File: config.mk
export PLATFORM = sky130hd
export DESIGN_NAME = done_cycle_ctrl
export DESIGN_NICKNAME = d
export VERILOG_FILES = /design/src/rtl/done_cycle_ctrl.sv
export SDC_FILE = /design/constraint.sdc
export NUM_CORES = 1
export LEC_CHECK = 0
export ABC_AREA = 1
export CORE_ASPECT_RATIO = 0.6
export CORE_MARGIN = 2
export CORE_UTILIZATION = 55
export DETAILED_ROUTE_END_ITERATION = 10
export PLACE_DENSITY = 0.82
export SYNTH_ARGS = -nofsm -noshare
export SYNTH_HDL_FRONTEND = slang
export SYNTH_SLANG_ARGS = --single-unit
export TNS_END_PERCENT = 50
File: constraint.sdc
create_clock -name clk_i -period 2.5 [get_ports clk_i]
set_clock_uncertainty 0.05 [all_clocks]
set_input_delay 0.5 -clock clk_i [delete_from_list [all_inputs] [get_ports clk_i]]
set_output_delay 0.5 -clock clk_i [all_outputs]
set_load 0.01 [all_outputs]
File: src/rtl/done_cycle_ctrl.sv
`default_nettype none
// ============================================================================
// Module   : done_cycle_ctrl
// Purpose  : Programmable running-cycle down-counter; done flags the end of a
//            count or an idle block.
// Revision : 1.0 - initial release
// ============================================================================
module done_cycle_ctrl #(
    parameter int unsigned DATA_W = 32
) (
    input  logic              clk_i,
    input  logic              rst_ni,
    input  logic              run_i,
    input  logic              running_i,
    input  logic [DATA_W-1:0] amount_i,
    output logic              done_o
);

    localparam logic [DATA_W-1:0] C_ONE  = DATA_W'(1);
    localparam logic [DATA_W-1:0] C_ZERO = '0;

    logic [DATA_W-1:0] cnt_q;
    logic [DATA_W-1:0] cnt_d;

    // A load wins over a decrement; the count saturates at zero.
    always_comb begin
        cnt_d = cnt_q;
        if (run_i) begin
            cnt_d = amount_i;
        end else if (running_i && (cnt_q != C_ZERO)) begin
            cnt_d = cnt_q - C_ONE;
        end
    end

    always_ff @(posedge clk_i or negedge rst_ni) begin
        if (!rst_ni) begin
            cnt_q <= C_ZERO;
        end else begin
            cnt_q <= cnt_d;
        end
    end

    assign done_o = (cnt_q == C_ZERO);

endmodule
`default_nettype wire

==> metrics.cfg, run 1 <==
[drt]
highest-signal-layer=met4
wl_per_cell_um=13.9
vias=2967
met2_length_mm=2.97
drt-vias-per-instance=5.49
m1WireLength_mm=3.61
route.detailed.drc=0
totalWireLength_mm=7.49
drt_pass1_iterations=6
drtIter0Drc=307
wl_met3_um=807
ant_nets=0

[cells_and_area]
reg_top3=cnt_q (32)
multi_input_area_um2=1650
area_growth_pct=21.0
diodes=0
largest_register_ffs=32
final_util_pct=69.6
drive_gt1_share_pct=11.5
nets=513
fillers=419
fin_area_um2=3210
regMostFlops=cnt_q
regArea_um2=801

[setup_path]
crit_required_ns=1.95
cp-end-kind=primary output
cp-start-kind=register
slowest_stage=dfrtp_1
path_cells=nor2_2, nand2_1, nor4_1, nand3_1, nor3_1, dlygate4sd2_1
worstPathArrival_ns=1.84
crit_fanout=5
r2r_slack_ns=0.36
crit_path_max_incr_delay_ns=0.43
path_class=reg2out

[die]
rows=19
initial_core_util_pct=57.5
dieHeight_um=57.8
ios=37
core_um2=4610
fp.dieW_um=93.7
die-area_um2=5410

[global_route]
grt_pass1_vias=2570
grt_start_max_net_pins=33
gr-total-overflow=0
antenna_found_initial=0
grtUsageTotal_pct=29.5
grt_pass1_wl_mm=12.2

[pwr]
power.leakage_uw=0.00160
powerDensity_nw_per_um2=505
ir_worst_vdd_uv=265
p_total_uw=1620

[cts]
cts_buffer_depth=2
cts_buffers=5
cts_max_level=2
path_clk_slew_ns=0.08
clock_latency_ns=0.30
cts_hold_buf=0
cts_sinks=32
cts_tree=built
cts_root_buffer=clkbuf_8

[place]
port_buffers=36
dp_hpwl_mm=5.65
gp_congestion=1.00
placed_area_um2=3110

[outcome]
status=finished, final reports clean

[yosys]
ys_ff_latch=32
synth_area_per_cell_um2=6.13
synthFlopType=dfrtp_1
synth_nets=470
yosysWarnings=0
seq_area_frac_synth_pct=30.2
ys_types=33
syn_area_um2=2650
synth_edf_count=0
synthArstFlopShare_pct=100
synth_cells=433

[timing]
hold_viol=0
max_freq_mhz=419
rsz0062_at_grt=false
period_share_pct=95.5
relSlewSlack_pct=39.8
setup_viol=0
worst_pin_slew_ns=0.899
fin_tns_setup_ns=0
slew_viol_final=0
period_needed_ns=2.39

[min_path]
hp-class=reg2reg

[job]
cap_violations=0

## worst max-delay path, delay by kind of cell, from the launching register on
kind                   cells  cell delay (ns)
DFF                        1             0.43
and+or+nand+nor            5             0.83
buffers and inverters      1             0.28
## cells by family (layout without fill, tap and decap cells)
kind of cell | count (synthesis) | in the layout | synth area share [%]
compound gates | 29 | 29 | 7.64
xor+xnor | 3 | 3 | 0.990
fa+ha+maj | 1 | 1 | 0.471
buf+inv | 50 | 94 | 7.87
flops | 32 | 32 | 30.2
simple gates | 318 | 318 | 52.9
## path summary, 6_finish.rpt
| check | start | end | cells past startpoint |
|---|---|---|---|
| max | cnt_q[21] | done_o | 6 |
| min | cnt_q[1] | cnt_q[1] | 2 |
| max reg2reg | cnt_q[1] | cnt_q[30] | 10 |
| min reg2reg | cnt_q[1] | cnt_q[1] | 2 |
| max in group asynchronous | rst_ni | cnt_q[23] | 2 |
| min in group asynchronous | rst_ni | cnt_q[2] | 2 |
## report_power, final
group          switching, µW  internal, µW
Combinational            315           204
Sequential              86.3           580
Clock                    217           220
## layout by cell type, fill, tap and decap left out, types with 4 or more instances in the layout
cell type,instances
a21oi_1,4
dfrtp_1,32
nor2_2,5
nand2_1,174
nand2_2,5
nand3_1,51
nor2_4,4
nor2_1,55
or2_2,4
o21ai_0,11
clkdlybuf4s50_1,35
o21ai_2,11
buf_4,11
inv_1,38
clkbuf_8,6
nand4_1,9
## cell usage after synthesis, types with 2 or more instances
library cell	count	area [µm²]
xnor2_1	2	17.5
dfrtp_1	32	801
nand2_4	3	33.8
or2_2	4	25.0
nor2_1	56	210
nand3_1	51	255
o21ai_0	11	55.1
nand2_1	174	653
inv_1	38	143
nor2_2	5	31.3
nand2_2	5	31.3
nand4_1	9	56.3
nand3b_1	2	15.0
buf_6	2	22.5
clkbuf_1	5	18.8
nor2_4	3	33.8
a21oi_1	4	20.0
o21ai_2	11	96.3
buf_2	2	10.0
## metal layers
layer  GRT usage [%]  vias to the layer above
li1                -                     1456
met1            44.6                     1345
met2            41.5                      147
met3            8.19                       19
met4            8.07                        0
met5               0                        -
## stage by stage
step           std cells  hold slack [ns]  worst slack (ns)
2_1_floorplan        433            0.154             0.572
3_3_place_gp         532            0.487             0.223
3_5_place_dp         532            0.494             0.148
4_1_cts              540            0.512             0.119
5_1_grt              540            0.532           0.00758
6_report             540            0.511             0.111
## cell type report
cell class	count	share of cell area (%)
multi-input combinational	351	51.4
sequential	32	24.9
timing repair buffer	47	13.8
inverter	39	4.56
clock buffer	6	2.57
tap	63	2.45
clock inverter	2	0.312
## repair_timing
item | CTS | global route
setup endpoints to repair | 1 | 1
setup buffers | 0 | 0
gates cloned | 0 | 0
gates resized for setup | 2 | 1
pin swaps | 0 | 0
(Power assumes the default switching activity.)
==> inputs of run 2 (changes only) <==
Settings changed: CORE_UTILIZATION 55 to 50, PLACE_DENSITY 0.82 to 0.76, SLEW_MARGIN from default to 10.
==> run 2 against run 1 <==
Cell count is 0.74% higher. Clock power grew 32%. Register-to-register slack got worse by 0.07 ns. Count of clock-buffer cells in the layout rose by 1. Sequential power about the same. Worst setup slack better by 0.052 ns. Sequential share of layout area shrank 0.31 points. Cell area up 1.2%. Die area grew 9.4%. Critical path depth is the same. Critical endpoint unchanged. Largest cell class unchanged. Largest power group unchanged.
==> metrics.cfg, run 2 (synthesized netlist as in run 1, its figures left out) <==
[die]
initial_core_util_pct=52.2
dieHeight_um=60.4
ios=37
core_um2=5080
die-area_um2=5930
fp.dieW_um=98.1
rows=20

[setup_path]
cp_top_family=simple AND/OR/NAND/NOR gates
cp-start-kind=register
crit_required_ns=1.95
slowest_stage=dfrtp_1
cp-end-kind=primary output
path_class=reg2out
cp-startpoint=cnt_q[22]
crit_fanout=5
r2r_start=cnt_q[0]
worstPathArrival_ns=1.79
crit_path_max_incr_delay_ns=0.43
path_cells=nor2_2, nand2_1, nor4_1, nand3_1, nor3_1, dlygate4sd2_1
crit_buf_inv=1

[global_route]
grt_start_max_net_pins=33
grt_pass1_vias=2558
antenna_found_initial=0
gr-total-overflow=0
grtUsageTotal_pct=27.9
grt_pass1_wl_mm=12.7

[cells_and_area]
area_growth_pct=22.5
nets=514
largest_register_ffs=32
final_common_cell=nand2_1
regArea_um2=801
post_layout_nonfiller_instances=544
regMostFlops=cnt_q
multi_input_area_um2=1650
fillers=476
diodes=0
reg_top3=cnt_q (32)
drive_gt1_share_pct=11.7
layout_common_cells=174 x nand2_1, 55 x nor2_1, 51 x nand3_1

[cts]
cts_max_level=2
path_clk_slew_ns=0.07
cts_root_buffer=clkbuf_8
cts_buffer_depth=2
clock_latency_ns=0.30
cts_sinks=32
cts_tree=built
cts_buffers=5

[drt]
drt-vias-per-instance=5.23
drt_pass1_iterations=5
route.detailed.drc=0
drtIter0Drc=311
ant_nets=0
totalWireLength_mm=7.60
vias=2844
wl_per_cell_um=14.0

[pwr]
switchingPower_uw=625
ir_worst_vdd_uv=290
powerDensity_nw_per_um2=542
comb_power_share_pct=29.7
pwr-share-clk_pct=32.6
internal-power_uw=1140
seqPwrFrac_pct=37.7
p_sw_share_pct=35.5
power.leakage_uw=0.00162

[place]
gp_congestion=0.912
dp.cells=536
dp_hpwl_mm=5.79
port_buffers=36

[min_path]
hp-start=cnt_q[1]
hp-class=reg2reg

[timing]
worst_pin_slew_ns=0.907
slew_viol_final=0
fin_tns_setup_ns=0
hold_viol=0
period_needed_ns=2.34
max_freq_mhz=428
relSlewSlack_pct=39.2
setup_viol=0
rsz0062_at_grt=false
period_share_pct=93.5

[outcome]
status=finished, final reports clean

[job]
cap_violations=0

[run 2: path summary, 6_finish.rpt]
check,endpoint,slack (ns),cells after the start
min,cnt_q[1],0.51,2
min in group asynchronous,cnt_q[2],0.55,2
max in group asynchronous,cnt_q[25],1.51,2
max,done_o,0.16,6
max reg2reg,cnt_q[24],0.29,10
min reg2reg,cnt_q[1],0.51,2
[run 2: worst reg2reg max path, stage by stage (launching register included)]
cell     delay [ns]
dfrtp_1        0.35
inv_1          0.08
ha_1           0.24
nand2_4        0.12
nor2_8         0.05
buf_4          0.16
nand2_4        0.09
nor2_1         0.07
nor3_2         0.69
nand2_1        0.16
nand3_1        0.11
[run 2: power by group through the flow]
stage	combinational (µW)	sequential (µW)	clock [µW]
after floorplan	349	649	0
after global placement	506	667	0
after detailed placement	514	670	0
after CTS	520	661	576
after global routing	593	674	591
final	524	664	575
[run 2: per-layer routing]
layer	track usage, %	vias up	wire length (µm)
li1	-	1456	-
met1	42.6	1286	3960
met2	40.7	92	2970
met3	5.30	10	605
met4	7.54	0	69
met5	0	-	0
[run 2: through the flow]
step / hold WS (ns) / area (µm²) / util (%) / total power (µW) / worst slack [ns]
6_report: 0.512 / 3250 / 64.0 / 1760 / 0.163
5_1_grt: 0.547 / 3250 / 64.0 / 1860 / 0.0298
4_1_cts: 0.513 / 3250 / 64.0 / 1760 / 0.163
3_5_place_dp: 0.493 / 3120 / 61.5 / 1180 / 0.163
3_3_place_gp: 0.486 / 3120 / 61.5 / 1170 / 0.196
2_1_floorplan: 0.154 / 2650 / - / 998 / 0.572
[run 2: repair_timing]
item / in CTS / in global routing
endpoints found under the hold margin: 0 / 0
resized for setup: 2 / 0
hold buffers: 0 / 0
endpoints found under the setup margin: 1 / 0
buffers inserted: 0 / 0
[run 2: layout make-up]
class	instances	area share, %
sequential	32	24.6
clock inverter	1	0.923
tap	66	2.54
timing repair buffer	48	13.8
clock buffer	7	2.96
multi-input combinational	351	50.6
inverter	39	4.50
==> inputs of run 3 (changes only) <==
Settings changed: GPL_TIMING_DRIVEN from default to 1.
==> results of run 3 <==
Same layout as run 2: the final DEF is identical, and so are final timing and power.
